**src/rtl/led_p2s_pkg.sv**
```systemverilog
// Shared types and sizing helpers for the LED parallel-to-serial controller.
package led_p2s_pkg;

    typedef enum logic [1:0] {
        IDLE  = 2'd0,
        SHIFT = 2'd1,
        LATCH = 2'd2
    } state_t;

    localparam int DATA_W_DEF = 16;

    // Counter width for a counter that runs 0..n-1; never narrower than one bit.
    function automatic int cnt_w(input int n);
        return (n <= 2) ? 1 : $clog2(n);
    endfunction

endpackage

```
**src/rtl/led_p2s_ctrl_shift.sv**
```systemverilog
// Parallel-load, left-shifting register; the MSB drives the serial data pin.
module led_shift_core
    import led_p2s_pkg::*;
#(
    parameter int DATA_W = DATA_W_DEF
) (
    input  logic              clk,
    input  logic              rst,
    input  logic              load,
    input  logic              shift,
    input  logic [DATA_W-1:0] din,
    output logic              msb
);

    logic [DATA_W-1:0] shreg;

    always_ff @(posedge clk) begin
        if (rst) begin
            shreg <= '0;
        end else if (load) begin
            shreg <= din;
        end else if (shift) begin
            shreg <= {shreg[DATA_W-2:0], 1'b0};
        end
    end

    assign msb = shreg[DATA_W-1];

endmodule

```
**src/rtl/led_p2s_ctrl.sv**
```systemverilog
// LED serial transmit controller: shifts a pattern MSB-first with a generated
// serial clock, then pulses the driver latch enable and reports completion.
module led_p2s_ctrl
    import led_p2s_pkg::*;
#(
    parameter int DATA_W  = DATA_W_DEF,
    parameter int CLK_DIV = 2
) (
    input  logic              clk,
    input  logic              rst,
    input  logic              start,
    input  logic [DATA_W-1:0] P_data,
    output logic              busy,
    output logic              done,
    output logic              led_clk,
    output logic              led_do,
    output logic              led_pen,
    output logic              led_clrn
);

    localparam int DIV_W = cnt_w(2 * CLK_DIV);
    localparam int BIT_W = cnt_w(DATA_W);
    localparam logic [DIV_W-1:0] DIV_LAST = DIV_W'(2 * CLK_DIV - 1);
    localparam logic [DIV_W-1:0] DIV_HALF = DIV_W'(CLK_DIV);
    localparam logic [BIT_W-1:0] BIT_LAST = BIT_W'(DATA_W - 1);

    state_t           state, state_n;
    logic [DIV_W-1:0] divcnt, divcnt_n;
    logic [BIT_W-1:0] bitcnt, bitcnt_n;
    logic             load, shift;
    logic             busy_n, done_n, clk_n, pen_n;

    led_shift_core #(.DATA_W(DATA_W)) u_shift (
        .clk   (clk),
        .rst   (rst),
        .load  (load),
        .shift (shift),
        .din   (P_data),
        .msb   (led_do)
    );

    always_ff @(posedge clk) begin
        if (rst) begin
            state    <= IDLE;
            divcnt   <= '0;
            bitcnt   <= '0;
            busy     <= 1'b0;
            done     <= 1'b0;
            led_clk  <= 1'b0;
            led_pen  <= 1'b0;
            led_clrn <= 1'b0;
        end else begin
            state    <= state_n;
            divcnt   <= divcnt_n;
            bitcnt   <= bitcnt_n;
            busy     <= busy_n;
            done     <= done_n;
            led_clk  <= clk_n;
            led_pen  <= pen_n;
            led_clrn <= 1'b1;
        end
    end

    // divcnt paces each bit in SHIFT and is reused to time the latch pulse.
    always_comb begin
        state_n  = state;
        divcnt_n = divcnt;
        bitcnt_n = bitcnt;
        load     = 1'b0;
        shift    = 1'b0;
        case (state)
            IDLE: begin
                if (start) begin
                    load     = 1'b1;
                    divcnt_n = '0;
                    bitcnt_n = '0;
                    state_n  = SHIFT;
                end
            end
            SHIFT: begin
                if (divcnt == DIV_LAST) begin
                    divcnt_n = '0;
                    shift    = 1'b1;
                    if (bitcnt == BIT_LAST) begin
                        bitcnt_n = '0;
                        state_n  = LATCH;
                    end else begin
                        bitcnt_n = bitcnt + 1'b1;
                    end
                end else begin
                    divcnt_n = divcnt + 1'b1;
                end
            end
            LATCH: begin
                if (divcnt == DIV_LAST) begin
                    divcnt_n = '0;
                    state_n  = IDLE;
                end else begin
                    divcnt_n = divcnt + 1'b1;
                end
            end
            default: state_n = IDLE;
        endcase
    end

    // Outputs are computed from next-state values so the registers line up with state.
    always_comb begin
        busy_n = (state_n != IDLE);
        done_n = (state == LATCH) && (state_n == IDLE);
        clk_n  = (state_n == SHIFT) && (divcnt_n >= DIV_HALF);
        pen_n  = (state_n == LATCH);
    end

endmodule

```
**config.mk**
```make
export PLATFORM = sky130hd
export DESIGN_NAME = led_p2s_ctrl
export DESIGN_NICKNAME = d
export VERILOG_FILES = /design/src/rtl/led_p2s_pkg.sv /design/src/rtl/led_p2s_ctrl_shift.sv /design/src/rtl/led_p2s_ctrl.sv
export SDC_FILE = /design/constraint.sdc
export NUM_CORES = 1
export LEC_CHECK = 0
export CORE_MARGIN = 2
export CORE_UTILIZATION = 50
export CTS_BUF_LIST = sky130_fd_sc_hd__clkbuf_16
export CTS_CLUSTER_DIAMETER = 50
export DETAILED_ROUTE_END_ITERATION = 8
export GPL_ROUTABILITY_DRIVEN = 0
export GPL_TIMING_DRIVEN = 0
export HOLD_SLACK_MARGIN = 0.08
export MAX_ROUTING_LAYER = met4
export PLACE_DENSITY_LB_ADDON = 0.12
export SLEW_MARGIN = 20
export SYNTH_ARGS = -nofsm -noshare
export SYNTH_HDL_FRONTEND = slang
export SYNTH_HIERARCHICAL = 1
export SYNTH_SLANG_ARGS = --single-unit
```
**constraint.sdc**
```tcl
create_clock -name clk -period 2.16 [get_ports clk]
set_input_delay 0.324 -clock clk [delete_from_list [all_inputs] [get_ports clk]]
set_output_delay 0.324 -clock clk [all_outputs]
set_load 0.01 [all_outputs]
```
==> impl_metrics.toml <==
[timing]
setup_violations = 0
skew_ns = 0.00325
final-max-slew-violation-count = 0
final.period_utilization = 0.812
aggregate_negative_setup_slack_ns = 0
maxClockFrequency_mhz = 570
final-hold-violation-count = 0
grt_setup_unrepaired = "no"
transition_time_of_the_tightest_slew_check_pin_ns = 0.456
finalWorstPathRequiredPeriod_ns = 1.75
slew_headroom = 0.696

[floorplan]
floorplan.die.width_um = 57.1
floorplan.io_pins = 25
floorplan.die_area_sq_mm = 0.00326
floorplan.initialDensity = 0.520
design.core.area_sq_mm = 0.00271
height_of_the_die_um = 57.1
rows = 19

[route]
detail_route.iter0.violations = 32
antenna_left = 0
route.detailed.drc = 0
drtPass1Iterations = 4
total_wire_length_um = 2790
avgViaCountPerCell = 5.47
vias = 1104
routedWlPerCell_um = 13.8

[pwr]
powerDensity_mw_per_mm2 = 831
p_comb_frac = 0.123
seq_power_share = 0.384
p_int_mw = 1.20
clock_power_share = 0.493
power_leakage_nw = 0.687
switching_share = 0.217
worst_ir_drop_vdd_v = 0.000929
p_switching_mw = 0.334
design_power_total_mw = 1.54

[yosys]
synthesis.instances = 139
synth.net_count = 164
synth_cell_types = 35
yosysSeqAreaShare = 0.412
synthesis.yosys.warnings = 6
syn_area_per_cell_sq_um = 10.1
synthesis.area_sq_mm = 0.00141
synth_seq_cells = 29

[setup_path]
cpPeakStageDelay_ns = 0.36
crit_required_ns = 2.32
critical_path.top_delay_family = "simple AND/OR/NAND/NOR gates"
critical_path.startpoint_type = "flop"
timing.critical_path.cells = "inv_1 -> ha_1 -> and2_1 -> nor2_1 -> a311o_1 -> and4_1"
critPathCaptureType = "flop"
worstSetupPathType = "flop to flop"
crit_arrival_ns = 1.92
critical_path.n_buffers_inverters = 1
worst_path_max_delay_cell = "a311o_1"
critical_path_peak_fanout = 10

[grt]
maximum_number_of_pins_on_one_net_before_global_route_repair = 11
globalRouteMet3Util = 0.0680
grt_usage = 0.199
grt.met1_usage = 0.222
globalRoute.totalOverflow = 0
wire_length_of_the_first_global_routing_pass_um = 4850
grt_antenna_before_repair = 0
top_usage_layer = "met2"
number_of_global_route_vias_before_repair = 1143
use_met2 = 0.322

[finish]
layout.cells.most_common_list = "29 x dfxtp_1, 24 x clkdlybuf4s50_1, 17 x nor2b_1"
syn_to_layout_area_delta_pct = 31.3
layout.nets = 195
antenna-diode-count = 0
leading_cell_type_in_the_layout_fill_and_taps_excluded = "dfxtp_1"
layout-drive-gt1-share = 0.105

[cts]
cts_root_buffer = "clkbuf_16"
h-tree-depth = 2
cts.clk_slew.worst_paths_ns = 0.05
cts_hold_buffers = 0
clkSinkCount = 29
tritoncts.num_buffers = 5
ctsResizeCount = 0
tritoncts_clock_tree = "yes"
postCtsSetupRepairBufs = 0
clock_latency_late_sink_ns = 0.27
clock_tree.buffer_depth = 2

[run_status]
result_of_the_run = "completed"

[placement]
placement.io_buffers = 24
dp_hpwl_um = 1960

[run]
maxCapViolCount = 0

[hold_path]
hold_path.class = "flop to flop"
[path summary, 6_finish.rpt]
check	start	to	slack (ns)	cells past startpoint
setup reg to reg	state[1]	done	0.41	6
setup / recovery	state[1]	done	0.41	6
hold reg to reg	divcnt[0]	divcnt[0]	0.52	2
hold / removal	divcnt[0]	divcnt[0]	0.52	2
[cells in the mapped netlist]
| master | number | area [sq um] |
|---|---|---|
| a311oi_1 | 1 | 8.76 |
| and4_1 | 1 | 8.76 |
| buf_4 | 1 | 7.51 |
| nand3_1 | 4 | 20.0 |
| dfxtp_1 | 29 | 581 |
| a22oi_1 | 1 | 7.51 |
| a41oi_1 | 1 | 8.76 |
| o21bai_1 | 1 | 7.51 |
| a21o_1 | 1 | 7.51 |
| mux2i_1 | 16 | 160 |
| nand2_1 | 3 | 11.3 |
| o21ai_0 | 4 | 20.0 |
| nor3b_4 | 1 | 18.8 |
| inv_1 | 7 | 26.3 |
| buf_6 | 1 | 11.3 |
| and2b_4 | 1 | 10.0 |
| a211oi_2 | 3 | 37.5 |
| a21oi_1 | 6 | 30.0 |
| buf_2 | 1 | 5.00 |
| nand4b_1 | 1 | 8.76 |
| and3_1 | 1 | 6.26 |
| a311oi_2 | 1 | 15.0 |
| a211oi_1 | 12 | 90.1 |
| nor2b_1 | 17 | 106 |
| nor3_1 | 1 | 5.00 |
| nand2_4 | 1 | 11.3 |
| nand2b_1 | 1 | 6.26 |
| nor2_1 | 7 | 26.3 |
| or3b_1 | 1 | 8.76 |
| a311o_1 | 1 | 10.0 |
| buf_12 | 1 | 20.0 |
| and2_1 | 1 | 6.26 |
| o311ai_2 | 1 | 16.3 |
| ha_1 | 6 | 75.1 |
| clkbuf_1 | 3 | 11.3 |
[sequential cells by signal, indices dropped and copies added (netlist names)]
register and count:
done 1, u_shift/shreg 16, divcnt 2, bitcnt 4, state 2, led_clrn 1, led_pen 1, busy 1
led_clk 1
[kinds of logic after synthesis]
group | share of synthesized area
AND/OR/NAND/NOR | 0.180
AO/OA/AOI/OAI | 0.184
flip-flops | 0.412
multiplexers | 0.114
buffers and inverters | 0.0577
adder cells (fa/ha/maj) | 0.0532
[metrics by stage]
stage / hold WS (ns) / area [sq um] / setup WS [ns] / cells / util
2_1_floorplan: 0.401 / 1410 / 0.652 / 139 / -
3_3_place_gp: 0.477 / 1690 / 0.294 / 194 / 0.623
3_5_place_dp: 0.504 / 1690 / 0.263 / 194 / 0.623
4_1_cts: 0.519 / 1850 / 0.393 / 202 / 0.683
5_1_grt: 0.549 / 1850 / 0.304 / 202 / 0.683
6_report: 0.517 / 1850 / 0.407 / 202 / 0.683
[per-layer routing]
layer	vias up	part of all wire	wire [um]
met1	518	0.45	1270
met3	5	0.046	128
met2	20	0.48	1350
met4	0	0.016	44
met5	-	0	0
li1	561	-	-
[final cells by class]
class	count	area [sq um]
fillers	240	858
multi-input cells	96	748
flip-flops and latches	29	581
repair buffers	24	240
clock buffers	5	125
plain buffers	7	55.1
well taps	31	38.8
clock inverters	3	37.5
inverters	7	26.3
[worst min-delay path, delay by kind of cell (launching register included)]
kind / cells / cell delay [ns]
flops: 1 / 0.32
compound gates: 2 / 0.14
[power by group through the flow]
stage          combinational, mW  sequential (mW)  clock, mW
5_1_grt                    0.207            0.596      0.787
2_1_floorplan              0.117            0.599          0
3_3_place_gp               0.182            0.600          0
3_5_place_dp               0.188            0.601          0
4_1_cts                    0.190            0.592      0.768
6_report                   0.188            0.591      0.758
Power figures use the tool's default switching activity.
